## config.mk

```make
export PLATFORM = sky130hd
export DESIGN_NAME = riscv_core_div_ctrl
export DESIGN_NICKNAME = d
export VERILOG_FILES = /design/src/rtl/riscv_core_div_ctrl.sv
export SDC_FILE = /design/constraint.sdc
export NUM_CORES = 1
export LEC_CHECK = 0
export BUFFER_PORTS_ARGS = -buffer_cell sky130_fd_sc_hd__buf_4
export CAP_MARGIN = 15
export CORE_UTILIZATION = 40
export DETAILED_ROUTE_END_ITERATION = 10
export SLEW_MARGIN = 30
export SYNTH_ARGS = -nofsm -noshare
export SYNTH_HDL_FRONTEND = slang
export SYNTH_SLANG_ARGS = --single-unit
```

## constraint.sdc

```tcl
create_clock -name i_div_ctrl_clk -period 4.1 [get_ports i_div_ctrl_clk]
set_input_delay 0.205 -clock i_div_ctrl_clk [delete_from_list [all_inputs] [get_ports i_div_ctrl_clk]]
set_output_delay 0.205 -clock i_div_ctrl_clk [all_outputs]
set_load 0.01 [all_outputs]
```

## src/rtl/riscv_core_div_ctrl.sv

```systemverilog
// Sequencing controller for the M-extension divider: restoring radix-2, one quotient bit per cycle.
// Optional build macro DIV_CTRL_FAST_ZERO_EN skips iteration when |dividend| < |divisor|.
module riscv_core_div_ctrl #(
  parameter int XLEN = 64
) (
  input  logic            i_div_ctrl_clk,
  input  logic            i_div_ctrl_rst_n,
  input  logic            i_div_ctrl_valid,
  output logic            o_div_ctrl_ready,
  input  logic [XLEN-1:0] i_div_ctrl_srcA,
  input  logic [XLEN-1:0] i_div_ctrl_srcB,
  input  logic [1:0]      i_div_ctrl_control,
  input  logic            i_div_ctrl_isword,
  input  logic            i_div_ctrl_flush,
  output logic            o_div_ctrl_valid,
  input  logic            i_div_ctrl_ready,
  output logic [XLEN-1:0] o_div_ctrl_result,
  output logic            o_div_ctrl_busy,
  output logic            o_div_ctrl_dbz
);

  localparam int HALF = XLEN / 2;
  localparam int CW   = $clog2(XLEN) + 1;

  typedef enum logic [1:0] {IDLE, CALC, FIX, DONE} state_e;

  state_e          state_q;
  logic            isRem_q, isWord_q, sA_q, sB_q;
  logic            valid_q, dbz_q;
  logic [XLEN-1:0] absB_q, rem_q, quo_q, result_q;
  logic [CW-1:0]   cnt_q;

  logic            isSigned, signA, signB, divZero, ovf, ge;
  logic [XLEN-1:0] opA, opB, absA, absB, minNeg, specialRes;
  logic [XLEN-1:0] shiftR, diff, remNext, qFix, rFix, fixRes;

  function automatic logic [XLEN-1:0] wordFix(input logic [XLEN-1:0] v, input logic w);
    return w ? {{HALF{v[HALF-1]}}, v[HALF-1:0]} : v;
  endfunction

  // Operand conditioning and special-case detection for the accept cycle
  always_comb begin
    isSigned = ~i_div_ctrl_control[0];
    opA = i_div_ctrl_srcA;
    opB = i_div_ctrl_srcB;
    if (i_div_ctrl_isword) begin
      opA = {{HALF{isSigned & i_div_ctrl_srcA[HALF-1]}}, i_div_ctrl_srcA[HALF-1:0]};
      opB = {{HALF{isSigned & i_div_ctrl_srcB[HALF-1]}}, i_div_ctrl_srcB[HALF-1:0]};
    end
    signA   = isSigned & opA[XLEN-1];
    signB   = isSigned & opB[XLEN-1];
    absA    = signA ? -opA : opA;
    absB    = signB ? -opB : opB;
    minNeg  = i_div_ctrl_isword ? {{(HALF+1){1'b1}}, {(HALF-1){1'b0}}}
                                : {1'b1, {(XLEN-1){1'b0}}};
    divZero = (opB == '0);
    ovf     = isSigned && (opA == minNeg) && (opB == '1);
    specialRes = '1;
    if (divZero)
      specialRes = i_div_ctrl_control[1] ? opA : '1;
    else if (ovf)
      specialRes = i_div_ctrl_control[1] ? '0 : opA;
    specialRes = wordFix(specialRes, i_div_ctrl_isword);
  end

  // Iteration step; the partial remainder's top bit counts as an extra carry so large unsigned divisors work
  always_comb begin
    shiftR  = {rem_q[XLEN-2:0], quo_q[XLEN-1]};
    ge      = rem_q[XLEN-1] | (shiftR >= absB_q);
    diff    = shiftR - absB_q;
    remNext = ge ? diff : shiftR;
    qFix    = (sA_q ^ sB_q) ? -quo_q : quo_q;
    rFix    = sA_q ? -rem_q : rem_q;
    fixRes  = wordFix(isRem_q ? rFix : qFix, isWord_q);
  end

  always_ff @(posedge i_div_ctrl_clk or negedge i_div_ctrl_rst_n) begin
    if (!i_div_ctrl_rst_n) begin
      state_q  <= IDLE;
      isRem_q  <= 1'b0;
      isWord_q <= 1'b0;
      sA_q     <= 1'b0;
      sB_q     <= 1'b0;
      valid_q  <= 1'b0;
      dbz_q    <= 1'b0;
      absB_q   <= '0;
      rem_q    <= '0;
      quo_q    <= '0;
      result_q <= '0;
      cnt_q    <= '0;
    end else if (i_div_ctrl_flush) begin
      state_q <= IDLE;
      valid_q <= 1'b0;
      dbz_q   <= 1'b0;
    end else begin
      case (state_q)
        IDLE: begin
          if (i_div_ctrl_valid) begin
            isRem_q  <= i_div_ctrl_control[1];
            isWord_q <= i_div_ctrl_isword;
            sA_q     <= signA;
            sB_q     <= signB;
            absB_q   <= absB;
            rem_q    <= '0;
            // W dividends sit in the upper half so the MSB shift-out feeds the remainder
            quo_q    <= i_div_ctrl_isword ? {absA[HALF-1:0], {HALF{1'b0}}} : absA;
            cnt_q    <= i_div_ctrl_isword ? CW'(HALF) : CW'(XLEN);
            dbz_q    <= 1'b0;
            if (divZero || ovf) begin
              state_q  <= DONE;
              valid_q  <= 1'b1;
              result_q <= specialRes;
              dbz_q    <= divZero;
            end
`ifdef DIV_CTRL_FAST_ZERO_EN
            else if (absA < absB) begin
              state_q <= FIX;
              quo_q   <= '0;
              rem_q   <= absA;
            end
`endif
            else begin
              state_q <= CALC;
            end
          end
        end
        CALC: begin
          rem_q <= remNext;
          quo_q <= {quo_q[XLEN-2:0], ge};
          cnt_q <= cnt_q - CW'(1);
          if (cnt_q == CW'(1))
            state_q <= FIX;
        end
        FIX: begin
          result_q <= fixRes;
          valid_q  <= 1'b1;
          state_q  <= DONE;
        end
        DONE: begin
          if (i_div_ctrl_ready) begin
            state_q <= IDLE;
            valid_q <= 1'b0;
            dbz_q   <= 1'b0;
          end
        end
        default: state_q <= IDLE;
      endcase
    end
  end

  assign o_div_ctrl_ready  = (state_q == IDLE);
  assign o_div_ctrl_busy   = (state_q != IDLE);
  assign o_div_ctrl_valid  = valid_q;
  assign o_div_ctrl_result = result_q;
  assign o_div_ctrl_dbz    = dbz_q;

endmodule

```

==> impl_metrics.sql, run 1 <==
INSERT INTO impl_metrics (metric_group, metric, value, unit) VALUES
('finish', 'final_cell_mix', 'sky130_fd_sc_hd__o21ai_0 (353), sky130_fd_sc_hd__nand2_1 (329), sky130_fd_sc_hd__buf_4 (319)', ''),
('clock_tree', 'tritoncts.num_buffers', '37', ''),
('worst_hold_path', 'min-delay-path-class', 'in2reg', ''),
('clock_tree', 'clk_pin_slew', '0.06', 'ns'),
('power_and_ir_drop', 'vdd_ir_drop_max', '0.000351', 'V'),
('route', 'route.final.wire_length', '95600', 'um'),
('worst_setup_path', 'crit_path_max_fanout', '6', ''),
('sta', 'clock_skew', '0.0214', 'ns'),
('yosys', 'sequential_element_share_of_the_synthesized_area', '29.1', '%'),
('job', 'max-cap-violations', '0', ''),
('yosys', 'dominantRegCellSynth', 'sky130_fd_sc_hd__dfrtp_1', ''),
('finish', 'areaGrowthSynthToFinish', '19.4', '%'),
('yosys', 'async_reset_ff_share', '100', '%'),
('grt', 'grt_start_max_net_pins', '110', ''),
('yosys', 'syn_nets', '3252', ''),
('floorplanning', 'chipWidth', '244', 'um'),
('sta', 'report.final.slew_viol_count', '0', ''),
('finish', 'final_common_cell', 'sky130_fd_sc_hd__o21ai_0', ''),
('clock_tree', 'clk_path_buf_depth', '3', ''),
('yosys', 'cell_variety_after_synth', '87', ''),
('yosys', 'synth_area_leader_cell', 'sky130_fd_sc_hd__dfrtp_1', ''),
('yosys', 'postSynthRegisterBits', '271', ''),
('clock_tree', 'tritoncts', 'yes', ''),
('placed_design', 'placement.io_buffers', '203', ''),
('yosys', 'synthDominantCellAreaShare', '29.1', '%'),
('placed_design', 'place.detailed.hpwl', '74000', 'um'),
('sta', 'max_freq', '252', 'MHz'),
('route', 'antenna_violating_nets_post_route', '0', ''),
('power_and_ir_drop', 'static-leakage-power', '12.2', 'nW'),
('route', 'drcViolationCount', '0', ''),
('placed_design', 'finalWeightedCongestion', '0.970', ''),
('sta', 'worst_pin_slew', '0.895', 'ns'),
('route', 'avgRoutedWirePerCell', '23.6', 'um'),
('sta', 'final.min_clock_period', '3.96', 'ns'),
('floorplanning', 'core.rowCount', '88', ''),
('grt', 'sum_of_overflow_across_all_layers_after_global_routing', '0', ''),
('route', 'first_iter_violations', '2501', ''),
('floorplanning', 'initial_core_utilization', '40.4', '%'),
('yosys', 'syn_area', '23300', 'um2'),
('power_and_ir_drop', 'p_total', '17.4', 'mW'),
('sta', 'timing_hold_violations_final', '0', ''),
('worst_setup_path', 'worst-endpoint-required', '4.57', 'ns'),
('worst_setup_path', 'cp_data_arrival_time', '4.44', 'ns'),
('grt', 'global_route_wire_length_before_repair', '145000', 'um'),
('grt', 'grtUsageTotal', '31.7', '%'),
('clock_tree', 'post_cts.repair.setup_buffers', '0', ''),
('sta', 'finalSetupTns', '0', 'ns'),
('outcome', 'status', 'finished, final reports clean', ''),
('worst_setup_path', 'crit_type', 'reg2reg', ''),
('sta', 'grt_setup_unrepaired', 'no', ''),
('finish', 'finalNetCount', '3470', ''),
('floorplanning', 'core_region_area', '57700', 'um2'),
('floorplanning', 'design.die.area', '59300', 'um2'),
('worst_setup_path', 'setup.worst_path.start_class', 'flop', ''),
('route', 'routed_via_density', '6.09', ''),
('yosys', 'synthesis.yosys.warnings', '0', ''),
('grt', 'grt_pass1_vias', '23500', ''),
('yosys', 'post_synth_main_area_contributors', 'sky130_fd_sc_hd__dfrtp_1 (29%), sky130_fd_sc_hd__o21ai_0 (7.6%), sky130_fd_sc_hd__xor2_1 (5.7%)', ''),
('floorplanning', 'die_h', '244', 'um'),
('clock_tree', 'cts-htree-levels', '2', ''),
('yosys', 'synth_enable_flop_cells', '0', ''),
('sta', 'finalCritPeriodShare', '96.7', '%'),
('power_and_ir_drop', 'p_per_area', '625', 'nW/um2'),
('route', 'firstDrtPassIters', '6', ''),
('clock_tree', 'cts.sinks', '271', ''),
('yosys', 'syn-instance-count', '3040', ''),
('sta', 'finalSetupViolCount', '0', ''),
('floorplanning', 'top_level_ports', '204', ''),
('worst_setup_path', 'crit_path_end_kind', 'flop', ''),
('route', 'total_number_of_vias', '24700', ''),
('finish', 'share_of_final_layout_standard_cells_stronger_than_drive_strength_1', '13.6', '%'),
('sta', 'remaining_max_slew_budget_at_the_tightest_pin', '40.4', '%'),
('clock_tree', 'clkLatencyLatePin', '0.58', 'ns'),
('grt', 'antenna_found_initial', '2', ''),
('yosys', 'synthesis.area_per_instance', '7.68', 'um2'),
('clock_tree', 'cts.root.buffer_cell', 'sky130_fd_sc_hd__clkbuf_16', '');
-- layout make-up --
| type | count | area [um2] |
|---|---|---|
| fill | 5746 | 29800 |
| clock inverter | 20 | 293 |
| clock buffer | 47 | 1050 |
| inverter | 129 | 484 |
| sequential | 271 | 6780 |
| tap | 765 | 957 |
| timing repair buffer | 366 | 2920 |
| multi-input combinational | 2453 | 15400 |
| antenna | 1 | 2.50 |
-- cells by family (layout without fill, tap and decap cells) --
| logic type | after synthesis | in the layout | synth area share [%] |
|---|---|---|---|
| XOR/XNOR | 296 | 296 | 11.1 |
| AO/OA/AOI/OAI | 1058 | 1058 | 28.1 |
| other | 0 | 1 | 0 |
| adder cells (fa/ha/maj) | 76 | 76 | 4.11 |
| buffers and inverters | 316 | 562 | 5.38 |
| AND/OR/NAND/NOR | 974 | 974 | 20.1 |
| flip-flops | 271 | 271 | 29.1 |
| multiplexers | 49 | 49 | 2.12 |
-- layer usage --
metal	up-vias	GRT usage, %	routed length, um
met4	2	12.5	4130
met3	204	4.77	7020
met1	11800	42.4	40900
met2	1105	51.1	43500
li1	11500	-	-
met5	-	0	11
-- sequential cells by signal, summed over array words and instances (netlist names) --
register and cells:
sB_q 1, sA_q 1, cnt_q 7, o_div_ctrl_result 64, absB_q 64, state_q 2
o_div_ctrl_dbz 1, rem_q 64, quo_q 64, isRem_q 1, isWord_q 1, o_div_ctrl_valid 1
-- metrics by stage --
step | instances | instance area (um2) | hold WS, ns | setup WS, ns | util, %
2_1_floorplan | 3040 | 23300 | -0.0906 | 0.470 | -
3_3_place_gp | 3941 | 26100 | 0.351 | 0.161 | 45.2
3_5_place_dp | 3941 | 26100 | 0.363 | 0.213 | 45.2
4_1_cts | 4050 | 27800 | 0.000776 | 0.201 | 48.2
5_1_grt | 4051 | 27900 | 0.0211 | 0.0750 | 48.3
6_report | 4052 | 27900 | 0.0244 | 0.136 | 48.3
-- Yosys cell counts (all sizes together) (11+ instances only) --
| master | instances |
|---|---|
| o21ai | 357 |
| nand2 | 331 |
| dfrtp | 271 |
| nor2 | 243 |
| a21oi | 242 |
| clkbuf | 171 |
| xor2 | 152 |
| xnor2 | 144 |
| inv | 128 |
| a21o | 78 |
| ha | 75 |
| nor3 | 73 |
| o31ai | 66 |
| a211oi | 59 |
| or3 | 48 |
| nand3 | 47 |
| mux2i | 45 |
| nand4 | 43 |
| nor4 | 41 |
| or4 | 41 |
| a221oi | 37 |
| a31oi | 37 |
| nand2b | 24 |
| a22oi | 22 |
| o41ai | 22 |
| o22ai | 20 |
| or2 | 18 |
| a21boi | 17 |
| buf | 16 |
| o211ai | 16 |
| nand3b | 15 |
| nor2b | 11 |
-- final timing paths --
path	from	to	slack (ns)	cells after the start
setup / recovery	quo_q[24]	o_div_ctrl_result[63]	0.14	9
hold / removal	i_div_ctrl_srcB[51]	absB_q[51]	0.02	3
setup reg to reg	quo_q[24]	o_div_ctrl_result[63]	0.14	9
hold reg to reg	o_div_ctrl_result[27]	o_div_ctrl_result[27]	0.47	1
max in group asynchronous	i_div_ctrl_rst_n	o_div_ctrl_result[33]	2.91	4
min in group asynchronous	i_div_ctrl_rst_n	o_div_ctrl_result[16]	0.12	2
-- timing repair --
item | CTS | global route
hold buffers | 42 | 0
endpoints found under the hold margin | 148 | 0
setup endpoints to repair | 0 | 1
resized for setup | 0 | 1
-- where the power goes --
group          internal (mW)  switching [mW]
clock network           2.22            1.36
logic                   3.39            5.64
registers               3.67            1.13
total                   9.27            8.13
-- worst max-delay path, stage by stage, from the launching register on --
cell                       delay, ns
sky130_fd_sc_hd__dfrtp_1        0.42
sky130_fd_sc_hd__or4_1          0.61
sky130_fd_sc_hd__or4_1          0.54
sky130_fd_sc_hd__or3_1          0.48
sky130_fd_sc_hd__nor4_1         0.33
sky130_fd_sc_hd__buf_4          0.20
sky130_fd_sc_hd__a21oi_1        0.14
sky130_fd_sc_hd__xnor2_1        0.58
sky130_fd_sc_hd__a221oi_1       0.27
sky130_fd_sc_hd__o31ai_1        0.27
No activity file was read; power rests on OpenSTA's default activity.
==> inputs of run 2 (changes only) <==
--- a/config.mk
+++ b/config.mk
@@ -5,6 +5,7 @@
 export SDC_FILE = /design/constraint.sdc
 export NUM_CORES = 1
 export LEC_CHECK = 0
+export ABC_AREA = 1
 export BUFFER_PORTS_ARGS = -buffer_cell sky130_fd_sc_hd__buf_4
 export CAP_MARGIN = 15
 export CORE_UTILIZATION = 40
==> constraint.sdc (replaced) <==
create_clock -name i_div_ctrl_clk -period 4.9 [get_ports i_div_ctrl_clk]
set_input_delay 0.245 -clock i_div_ctrl_clk [delete_from_list [all_inputs] [get_ports i_div_ctrl_clk]]
set_output_delay 0.245 -clock i_div_ctrl_clk [all_outputs]
set_load 0.01 [all_outputs]
==> run 2 against run 1 <==
  * Fmax up 0.57%
  * Clock skew rose by 0.0019 ns
  * Critical endpoint is now rem_q[51]
  * Sequential power decreased by 17%
  * Final area grew 15%
  * Wire length grew 43%
  * Via count increased by 40%
  * First-iteration DRC count grew 84%
  * Area after synthesis grew 22%
  * Sequential share of layout area decreased by 3.1 points
  * Final cell count up 50%
  * Worst hold slack got worse by 0.0043 ns
==> impl_metrics.sql, run 2 <==
INSERT INTO impl_metrics (metric_group, metric, value, unit) VALUES
('finish', 'final_common_cell', 'sky130_fd_sc_hd__nand2_1', ''),
('grt', 'grt_start_max_net_pins', '133', ''),
('sta', 'report.final.slew_viol_count', '0', ''),
('route', 'avgRoutedWirePerCell', '22.6', 'um'),
('floorplanning', 'chipWidth', '269', 'um'),
('floorplanning', 'design.die.area', '72100', 'um2'),
('worst_setup_path', 'cp_data_arrival_time', '4.40', 'ns'),
('yosys', 'syn_area', '28400', 'um2'),
('yosys', 'synth_common_cells', 'sky130_fd_sc_hd__nand2_1 (1,625), sky130_fd_sc_hd__nor2_1 (715), sky130_fd_sc_hd__nand3_1 (564), sky130_fd_sc_hd__inv_1 (473), sky130_fd_sc_hd__o21ai_0 (390)', ''),
('grt', 'sum_of_overflow_across_all_layers_after_global_routing', '0', ''),
('power_and_ir_drop', 'p_per_area', '624', 'nW/um2'),
('yosys', 'postSynthRegisterBits', '271', ''),
('yosys', 'sequential_element_share_of_the_synthesized_area', '23.9', '%'),
('worst_setup_path', 'crit_path_max_fanout', '64', ''),
('yosys', 'syn_nets', '5231', ''),
('power_and_ir_drop', 'p_total', '19.9', 'mW'),
('yosys', 'synth_area_leader_cell', 'sky130_fd_sc_hd__dfrtp_1', ''),
('power_and_ir_drop', 'static-leakage-power', '16.6', 'nW'),
('grt', 'antenna_found_initial', '6', ''),
('job', 'max-cap-violations', '0', ''),
('clock_tree', 'cts-htree-levels', '2', ''),
('floorplanning', 'core.rowCount', '97', ''),
('clock_tree', 'tritoncts', 'yes', ''),
('sta', 'timing_hold_violations_final', '0', ''),
('yosys', 'synthDominantCellAreaShare', '23.9', '%'),
('placed_design', 'placement.io_buffers', '203', ''),
('route', 'route.final.wire_length', '137000', 'um'),
('yosys', 'async_reset_ff_share', '100', '%'),
('clock_tree', 'post_cts.repair.setup_buffers', '0', ''),
('yosys', 'cell_variety_after_synth', '51', ''),
('yosys', 'synthesis.area_per_instance', '5.66', 'um2'),
('clock_tree', 'tritoncts.num_buffers', '36', ''),
('yosys', 'synth_enable_flop_cells', '0', ''),
('grt', 'grtUsageTotal', '37.4', '%'),
('sta', 'finalCritPeriodShare', '80.4', '%'),
('yosys', 'post_synth_main_area_contributors', 'sky130_fd_sc_hd__dfrtp_1 (24%), sky130_fd_sc_hd__nand2_1 (21%), sky130_fd_sc_hd__nand3_1 (9.9%)', ''),
('route', 'total_number_of_vias', '34600', ''),
('worst_hold_path', 'min-delay-start', 'i_div_ctrl_srcB[18]', ''),
('grt', 'global_route_wire_length_before_repair', '201000', 'um'),
('sta', 'remaining_max_slew_budget_at_the_tightest_pin', '25.8', '%'),
('placed_design', 'finalWeightedCongestion', '1.03', ''),
('sta', 'max_freq', '254', 'MHz'),
('sta', 'clock_skew', '0.0233', 'ns'),
('worst_setup_path', 'crit-reg2reg-launch', 'quo_q[63]', ''),
('yosys', 'synthesis.yosys.warnings', '0', ''),
('outcome', 'status', 'finished, final reports clean', ''),
('clock_tree', 'clkLatencyLatePin', '0.58', 'ns'),
('yosys', 'dominantRegCellSynth', 'sky130_fd_sc_hd__dfrtp_1', ''),
('floorplanning', 'die_h', '269', 'um'),
('worst_setup_path', 'setup.worst_path.start_class', 'flop', ''),
('grt', 'grt_pass1_vias', '31300', ''),
('sta', 'grt_setup_unrepaired', 'no', ''),
('route', 'firstDrtPassIters', '6', ''),
('worst_setup_path', 'cp_startpoint', 'quo_q[63]', ''),
('clock_tree', 'cts.root.buffer_cell', 'sky130_fd_sc_hd__clkbuf_16', ''),
('finish', 'share_of_final_layout_standard_cells_stronger_than_drive_strength_1', '6.75', '%'),
('sta', 'finalSetupViolCount', '0', ''),
('worst_hold_path', 'min-delay-path-class', 'in2reg', ''),
('clock_tree', 'cts.sinks', '271', ''),
('sta', 'finalSetupTns', '0', 'ns'),
('finish', 'finalNetCount', '5324', ''),
('route', 'drcViolationCount', '0', ''),
('placed_design', 'place.detailed.hpwl', '110000', 'um'),
('worst_setup_path', 'crit_path_end_kind', 'flop', ''),
('floorplanning', 'top_level_ports', '204', ''),
('clock_tree', 'clk_path_buf_depth', '3', ''),
('sta', 'final.min_clock_period', '3.94', 'ns'),
('worst_setup_path', 'crit_type', 'reg2reg', ''),
('route', 'antenna_violating_nets_post_route', '0', ''),
('yosys', 'syn-instance-count', '5019', ''),
('sta', 'worst_pin_slew', '1.11', 'ns'),
('route', 'first_iter_violations', '4600', ''),
('finish', 'final_cell_mix', 'sky130_fd_sc_hd__nand2_1 (1,621), sky130_fd_sc_hd__nor2_1 (713), sky130_fd_sc_hd__nand3_1 (564)', ''),
('route', 'routed_via_density', '5.68', ''),
('yosys', 'yosysMostFrequentCell', 'sky130_fd_sc_hd__nand2_1', ''),
('worst_setup_path', 'worst-endpoint-required', '5.36', 'ns'),
('floorplanning', 'core_region_area', '70100', 'um2'),
('power_and_ir_drop', 'vdd_ir_drop_max', '0.000306', 'V'),
('finish', 'areaGrowthSynthToFinish', '12.4', '%'),
('floorplanning', 'initial_core_utilization', '40.5', '%'),
('clock_tree', 'clk_pin_slew', '0.07', 'ns');
## run 2: layer usage
layer  vias to the layer above  wire [um]  GRT usage (%)
li1                      16500          -              -
met1                     16200      63500           56.1
met2                      1671      56700           54.4
met3                       198      13200           6.79
met4                         2       3740           9.38
met5                         -         20              0
## run 2: logic make-up after synthesis
| logic type | after synthesis | share of synthesized area (%) |
|---|---|---|
| AND/OR/NAND/NOR | 3109 | 45.5 |
| AO/OA/AOI/OAI | 773 | 14.5 |
| buffers and inverters | 679 | 9.44 |
| flip-flops | 271 | 23.9 |
| XOR/XNOR | 111 | 3.42 |
| adder cells (fa/ha/maj) | 76 | 3.37 |
## run 2: path summary, 6_finish.rpt
check	slack [ns]	endpoint	depth (start not counted)
worst min-delay path	0.02	absB_q[18]	3
min in group asynchronous	0.27	absB_q[27]	2
worst max-delay path	0.96	rem_q[51]	18
worst max register to register	0.96	rem_q[51]	18
max in group asynchronous	3.30	o_div_ctrl_result[55]	3
worst min register to register	0.48	absB_q[62]	2
## run 2: final cells by class
type / instances / area, um2
clock inverter: 13 / 134
antenna: 1 / 2.50
fill: 7977 / 38200
sequential: 271 / 6780
timing repair buffer: 254 / 1960
clock buffer: 52 / 1070
inverter: 480 / 1800
tap: 940 / 1180
multi-input combinational: 4069 / 19000
## run 2: critical path, cell delays in order (launching register included)
cell and delay, ns:
sky130_fd_sc_hd__dfrtp_1 0.37, sky130_fd_sc_hd__inv_1 0.18, sky130_fd_sc_hd__ha_1 0.27, sky130_fd_sc_hd__fa_1 0.40, sky130_fd_sc_hd__inv_1 0.14, sky130_fd_sc_hd__nand3_1 0.08
sky130_fd_sc_hd__nand2_1 0.22, sky130_fd_sc_hd__nand2_1 0.08, sky130_fd_sc_hd__o211ai_1 0.29, sky130_fd_sc_hd__nand2_1 0.10, sky130_fd_sc_hd__nand2_1 0.17, sky130_fd_sc_hd__nand2_1 0.11
sky130_fd_sc_hd__nand3_1 0.13, sky130_fd_sc_hd__nand2_2 0.07, sky130_fd_sc_hd__nand2_2 0.07, sky130_fd_sc_hd__buf_4 0.58, sky130_fd_sc_hd__nand3_1 0.34, sky130_fd_sc_hd__nand2_1 0.13
sky130_fd_sc_hd__nand2_1 0.05
## run 2: report_power, final
part	switching, mW	total (mW)	leakage [nW]	internal, mW
logic	9.42	13.2	12.5	3.79
clock network	1.17	2.76	0.584	1.59
registers	0.870	3.97	3.48	3.10
total	11.5	19.9	16.6	8.48
## run 2: metrics by stage
step           worst slack, ns  util (%)  hold slack (ns)  instances  area (um2)
6_report                 0.958      45.5           0.0202       6080       31900
5_1_grt                  0.777      45.5           0.0477       6079       31900
4_1_cts                   1.10      45.5          0.00489       6079       31900
3_5_place_dp              1.13      43.8            0.339       6010       30700
3_3_place_gp              1.16      43.8            0.341       6010       30700
2_1_floorplan             2.18         -          -0.0506       5019       28400
## run 2: what timing repair did
item / CTS / global route
endpoints found under the hold margin: 100 / 0
gates resized for setup: 0 / 0
hold buffers: 4 / 0
